**src/rtl/urv_pkg.sv**
```systemverilog
// Shared definitions for the uRV instruction prefetch bridge: depth limit,
// Wishbone pipelined bus widths and bus FSM state encodings.
package urv_pkg;

    localparam int URV_IPF_MAX_DEPTH = 16;
    localparam int WB_ADR_W          = 32;
    localparam int WB_DAT_W          = 32;

    localparam logic [1:0] IPF_IDLE      = 2'd0;
    localparam logic [1:0] IPF_ISSUE     = 2'd1;
    localparam logic [1:0] IPF_WAIT_FULL = 2'd2;

endpackage

```
**src/rtl/urv_iprefetch_fifo.sv**
```systemverilog
// DEPTH x DATA_W synchronous FIFO holding prefetched instruction words;
// flush wins over a push in the same cycle.
module urv_iprefetch_fifo #(
    parameter int DEPTH  = 4,
    parameter int DATA_W = 32
) (
    input  logic                   clk_i,
    input  logic                   rst_n_i,
    input  logic                   push,
    input  logic                   pop,
    input  logic                   flush,
    input  logic [DATA_W-1:0]      wr_data,
    output logic [DATA_W-1:0]      rd_data,
    output logic [$clog2(DEPTH):0] count,
    output logic                   empty,
    output logic                   full
);
    localparam int PTR_W = $clog2(DEPTH);
    localparam int CNT_W = PTR_W + 1;

    logic [DATA_W-1:0] mem [DEPTH];
    logic [PTR_W-1:0]  wr_ptr;
    logic [PTR_W-1:0]  rd_ptr;
    logic              do_push;
    logic              do_pop;

    assign empty   = (count == '0);
    assign full    = (count == CNT_W'(DEPTH));
    assign do_push = push && (!full || pop);
    assign do_pop  = pop && !empty;
    assign rd_data = mem[rd_ptr];

    always_ff @(posedge clk_i) begin
        if (do_push && !flush)
            mem[wr_ptr] <= wr_data;
    end

    always_ff @(posedge clk_i or negedge rst_n_i) begin
        if (!rst_n_i) begin
            wr_ptr <= '0;
            rd_ptr <= '0;
            count  <= '0;
        end else if (flush) begin
            wr_ptr <= '0;
            rd_ptr <= '0;
            count  <= '0;
        end else begin
            if (do_push)
                wr_ptr <= wr_ptr + PTR_W'(1);
            if (do_pop)
                rd_ptr <= rd_ptr + PTR_W'(1);
            count <= count + CNT_W'(do_push) - CNT_W'(do_pop);
        end
    end

endmodule

```
**src/rtl/urv_iprefetch.sv**
```systemverilog
// Instruction prefetch bridge: serves the uRV fetch port from a sequential
// prefetch buffer fed by a pipelined Wishbone master, dropping stale reads on jumps.
module urv_iprefetch
    import urv_pkg::*;
#(
    parameter int DEPTH = 4
) (
    input  logic                clk_i,
    input  logic                rst_n_i,
    input  logic [WB_ADR_W-1:0] im_addr_i,
    output logic [WB_DAT_W-1:0] im_data_o,
    output logic                im_valid_o,
    output logic                ibus_cyc_o,
    output logic                ibus_stb_o,
    output logic [WB_ADR_W-1:0] ibus_adr_o,
    input  logic                ibus_stall_i,
    input  logic                ibus_ack_i,
    input  logic [WB_DAT_W-1:0] ibus_dat_i
);
    localparam int IPF_DEPTH = (DEPTH > URV_IPF_MAX_DEPTH) ? URV_IPF_MAX_DEPTH : DEPTH;
    localparam int CNT_W     = $clog2(IPF_DEPTH) + 1;
    localparam int LVL_W     = CNT_W + 1;

    logic [1:0]          state;
    logic [WB_ADR_W-1:0] head_addr, pf_addr, last_addr;
    logic [WB_DAT_W-1:0] last_data;
    logic                last_valid, stale_stb;
    logic [CNT_W-1:0]    outstanding, discard;

    logic [WB_DAT_W-1:0] fifo_rd_data;
    logic [CNT_W-1:0]    fifo_count;
    logic                fifo_empty, fifo_full;

    logic [WB_ADR_W-1:0] req_addr, pf_nxt;
    logic [WB_DAT_W-1:0] hit_data;
    logic [CNT_W-1:0]    out_nxt, discard_nxt, count_nxt;
    logic                accept, ack_live, ack_drop, replay, head_match, bypass;
    logic                hit, miss, push, pop, hold_stb, stb_nxt;

    urv_iprefetch_fifo #(
        .DEPTH  (IPF_DEPTH),
        .DATA_W (WB_DAT_W)
    ) u_fifo (
        .clk_i   (clk_i),
        .rst_n_i (rst_n_i),
        .push    (push),
        .pop     (pop),
        .flush   (miss),
        .wr_data (ibus_dat_i),
        .rd_data (fifo_rd_data),
        .count   (fifo_count),
        .empty   (fifo_empty),
        .full    (fifo_full)
    );

    always_comb begin
        req_addr   = im_addr_i & ~32'h3;
        accept     = ibus_stb_o && !ibus_stall_i;
        ack_drop   = ibus_ack_i && (discard != '0);
        ack_live   = ibus_ack_i && (discard == '0);
        replay     = last_valid && (req_addr == last_addr);
        // Nothing is tagged until the first miss after reset.
        head_match = (state != IPF_IDLE) && (req_addr == head_addr);
        bypass     = ack_live && fifo_empty;
        hit        = !replay && head_match && (!fifo_empty || bypass);
        miss       = !replay && !head_match;
        pop        = hit && !fifo_empty;
        push       = ack_live && !(hit && bypass) && (!fifo_full || pop);
        hit_data   = fifo_empty ? ibus_dat_i : fifo_rd_data;
        out_nxt    = outstanding + CNT_W'(accept) - CNT_W'(ibus_ack_i);
        hold_stb   = ibus_stb_o && ibus_stall_i;

        // On a flush every read still in flight belongs to the old stream.
        if (miss) begin
            discard_nxt = out_nxt;
            count_nxt   = '0;
            pf_nxt      = req_addr;
        end else begin
            discard_nxt = discard - CNT_W'(ack_drop) + CNT_W'(accept && stale_stb);
            count_nxt   = fifo_count + CNT_W'(push) - CNT_W'(pop);
            pf_nxt      = (accept && !stale_stb) ? pf_addr + 32'd4 : pf_addr;
        end

        stb_nxt = hold_stb ||
                  (({1'b0, count_nxt} + {1'b0, out_nxt}) < LVL_W'(IPF_DEPTH));
    end

    always_ff @(posedge clk_i or negedge rst_n_i) begin
        if (!rst_n_i) begin
            state       <= IPF_IDLE;
            head_addr   <= '0;
            pf_addr     <= '0;
            outstanding <= '0;
            discard     <= '0;
            stale_stb   <= 1'b0;
            last_addr   <= '0;
            last_data   <= '0;
            last_valid  <= 1'b0;
            im_data_o   <= '0;
            im_valid_o  <= 1'b0;
            ibus_cyc_o  <= 1'b0;
            ibus_stb_o  <= 1'b0;
            ibus_adr_o  <= '0;
        end else begin
            state       <= stb_nxt ? IPF_ISSUE : IPF_WAIT_FULL;
            outstanding <= out_nxt;
            discard     <= discard_nxt;
            pf_addr     <= pf_nxt;
            // A strobe stuck under stall across a flush is counted stale when accepted.
            stale_stb   <= hold_stb && (stale_stb || miss);
            ibus_stb_o  <= stb_nxt;
            ibus_cyc_o  <= stb_nxt || (out_nxt != '0);
            if (!hold_stb)
                ibus_adr_o <= pf_nxt;

            im_valid_o <= replay || hit;
            if (hit)
                im_data_o <= hit_data;
            else if (replay)
                im_data_o <= last_data;

            if (hit) begin
                head_addr  <= head_addr + 32'd4;
                last_addr  <= req_addr;
                last_data  <= hit_data;
                last_valid <= 1'b1;
            end else if (miss) begin
                head_addr  <= req_addr;
                last_valid <= 1'b0;
            end
        end
    end

endmodule
```
**config.mk**
```make
export PLATFORM = sky130hd
export DESIGN_NAME = urv_iprefetch
export DESIGN_NICKNAME = d
export VERILOG_FILES = /design/src/rtl/urv_pkg.sv /design/src/rtl/urv_iprefetch_fifo.sv /design/src/rtl/urv_iprefetch.sv
export SDC_FILE = /design/constraint.sdc
export NUM_CORES = 1
export LEC_CHECK = 0
export ABC_AREA = 1
export CAP_MARGIN = 40
export CORE_MARGIN = 2
export CORE_UTILIZATION = 25
export CTS_BUF_LIST = sky130_fd_sc_hd__clkbuf_8
export CTS_CLUSTER_SIZE = 20
export DETAILED_ROUTE_END_ITERATION = 16
export PLACE_DENSITY = 0.53
export SLEW_MARGIN = 20
export SYNTH_ARGS = -nofsm -noshare
export SYNTH_HDL_FRONTEND = slang
export SYNTH_SLANG_ARGS = --single-unit
```
**constraint.sdc**
```tcl
create_clock -name clk_i -period 5.9 [get_ports clk_i]
set_input_delay 0.885 -clock clk_i [delete_from_list [all_inputs] [get_ports clk_i]]
set_output_delay 0.885 -clock clk_i [all_outputs]
set_load 0.05 [all_outputs]
```
==> run metrics <==
Ant. Diodes 0; Yosys warning total 0; Max stage delay on crit path 600 ps; worst path required time 6420 ps; initial antenna violation count 3; crit path max fanout 4; ys async rst share 61.8%; die width 263 um; Max-cap violations 0; CTS Buffer Depth 3; CP Capture Type register; drt first pass iters 5; top post-synthesis cells by area dfrtp_1 (31%), edfxtp_1 (23%), nand2_1 (20%), nor2_1 (3.7%), nand3_1 (3.6%); Post-Syn Area 16800 um^2; total CTS buffers 66; DR vias 14300; initial drt markers 1157; number of I/O port buffers 132; Final Hold Fails 0; H-tree depth 3; post-cts sizing count 0; pwr/cell area 293 nW/um^2; post-DP HPWL 37200 um; fin. max-slew vios 0; # nets final 2309; Clock power frac 38.4%; switching power 0.00183 W; clk_lat worst skew 640 ps; internal power 0.00415 W; CTS Hold Bufs 0; initial core utilization 25.1%; worst reg2reg path startpoint head_addr[27]; sw frac 30.6%; Synth cell types 38; most frequent cell after synthesis nand2_1; Hold Path Class in2async; syn avg cell area 8.09 um^2; Rows 95; Setup Crit Path Kind in2reg; Worst Setup Start Kind input pin; Area Overhead vs Synth 21.4%; full die area 69300 um^2; Post-Route WL 53500 um; worst path buffer plus inverter count 6; Gate power share 17.5%; post-route non-filler standard cell count 3144; Synth Flop Type dfrtp_1; Die Height 263 um; most instantiated cells after synthesis nand2_1 (898), dfrtp_1 (207), nor2_1 (165); wire per inst 17.0 um; final setup vio count 0; Mapped Nets 2162; first-pass GRT wire length 83900 um; Seq cells post-synth 335; placed insts 3028; Vias/cell 4.56; gpl congestion 0.918; Clock transition at path regs 60 ps; vias in the first global route 14300; register area share after synthesis 53.7%; delay-heaviest family, CP simple AND/OR/NAND/NOR gates; Static Leak 9.28 nW; crit share post-route 72.7%; antenna violation net count after detailed routing 0; DRC Markers 0; Period minus WS final 4290 ps; number of enable flip-flop cells after synthesis 128; Max VDD drop 150 uV; CTS sink count 335; total gr overflow 0; crit path launch im_addr_i[24]; core area 66900 um^2; Layout Skew 33.4 ps; Slowest-stage cell, CP clkdlybuf4s50_1; unrepaired setup endpoints after global routing false; Rel. slew slack 43.2%; Root Buffer clkbuf_8; top cell type's share of synthesized area 30.8%; critical-path cell list clkdlybuf4s50_1 > inv_1 > nand2_1 > nand2_1 > nor2_1 > nand2_1 > nor2_1 > nand3_1 > nor2_2 > nand3_1 > inv_1 > ha_1 > inv_1 > ha_1 > inv_1 > fa_1 > xor2_1 > nor2_1 > ha_1 > nor3_1 > nand2_1 > nand2_1 > inv_1; Synth area leader dfrtp_1; All-Layer GR Usage 15.6%; Max Clock Freq 233 MHz; Setup TNS 0 ps; share of layout cells above drive strength 1 6.61%; worst slew pin tran 852 ps; status complete, no violations; CTS tree done; Cells after Synth 2077; critical path data arrival time 4810 ps; r2r setup slk 2100 ps; IO Count 135; largest net degree at the start of global routing 102; Seq pwr share 44.1%; setup repair bufs after CTS 0
-- power by group through the flow --
stage                     logic (W)  clock network (W)  registers (W)
after detailed placement    0.00105                  0        0.00268
final                       0.00104            0.00230        0.00264
after floorplan            0.000420                  0        0.00290
after global routing        0.00115            0.00249        0.00266
after CTS                   0.00105            0.00240        0.00264
after global placement      0.00104                  0        0.00268
-- layout make-up --
| cell class | instances | area (um^2) |
|---|---|---|
| fill | 7158 | 46500 |
| inverter | 167 | 627 |
| clock inverter | 35 | 189 |
| multi-input combinational | 1502 | 6850 |
| sequential | 335 | 9030 |
| tap | 873 | 1090 |
| timing repair buffer | 152 | 1520 |
| clock buffer | 80 | 1100 |
-- sequential cells by signal (all words and copies together) (netlist names) --
register and count:
u_fifo.rd_ptr 2, last_valid 1, last_addr 30, stale_stb 1, u_fifo.count 3, u_fifo.mem 128, ibus_adr_o 32, discard 3
pf_addr 32, im_data_o 32, state 2, last_data 32, head_addr 30, ibus_cyc_o 1, u_fifo.wr_ptr 2, im_valid_o 1
outstanding 3
-- per-layer routing --
metal	vias up	share of wire [%]	track usage, %
met4	6	3.2	5.67
met1	6845	45	20.7
li1	6982	-	-
met2	397	46	25.3
met5	-	0.047	0
met3	106	5.2	2.90
-- metrics by stage --
step	hold slack (ps)	worst slack [ps]	total power (W)	utilization, %	area, um^2
floorplan	445	2120	0.00332	-	16800
global placement	460	983	0.00372	28.4	19000
detailed placement	464	1030	0.00373	28.5	19100
CTS	296	1710	0.00609	30.4	20400
global route	341	1370	0.00630	30.5	20400
finish	287	1610	0.00598	30.5	20400
-- layout by cell type (no fill, tap or decap), types with 2 or more instances in the layout --
cell,count
nand2_1,898
dfrtp_1,205
inv_1,172
nor2_1,159
clkdlybuf4s50_1,131
edfxtp_1,128
nand3_1,122
clkbuf_8,80
o21ai_0,69
a21oi_1,33
a32o_1,32
o21ai_1,29
nand4_1,26
xor2_1,25
xnor2_1,23
nor3_1,23
buf_4,17
inv_2,16
ha_1,14
nor2_2,10
clkinv_1,6
nor2_4,5
nand3b_1,5
o211ai_1,5
and2_1,4
and3_1,3
fa_1,3
clkinvlp_4,3
nor4_1,2
nand3_4,2
nand2_2,2
or2_2,2
nor3_2,2
clkinv_2,2
buf_8,2
buf_16,2
dfrtp_2,2
-- kinds of logic (layout without fill, tap and decap cells) --
| logic type | count (synthesis) | after routing | synth area share, % |
|---|---|---|---|
| AOI/OAI and AO/OA | 170 | 170 | 6.11 |
| xor gates and xnor gates | 48 | 48 | 2.50 |
| buffers and inverters | 240 | 434 | 5.85 |
| adders and majority gates | 17 | 17 | 1.40 |
| and+or+nand+nor | 1267 | 1267 | 30.5 |
| DFF | 335 | 335 | 53.7 |
-- path summary, 6_finish.rpt --
path                                 end  depth (start not counted)
min in group clk_i          last_data[1]                          2
min reg2reg                 last_data[1]                          2
max reg2reg                     state[1]                         22
min                        last_addr[19]                          1
max in group asynchronous  head_addr[14]                          2
max                             state[1]                         23
Note: power is estimated with default switching activity, not from simulation.
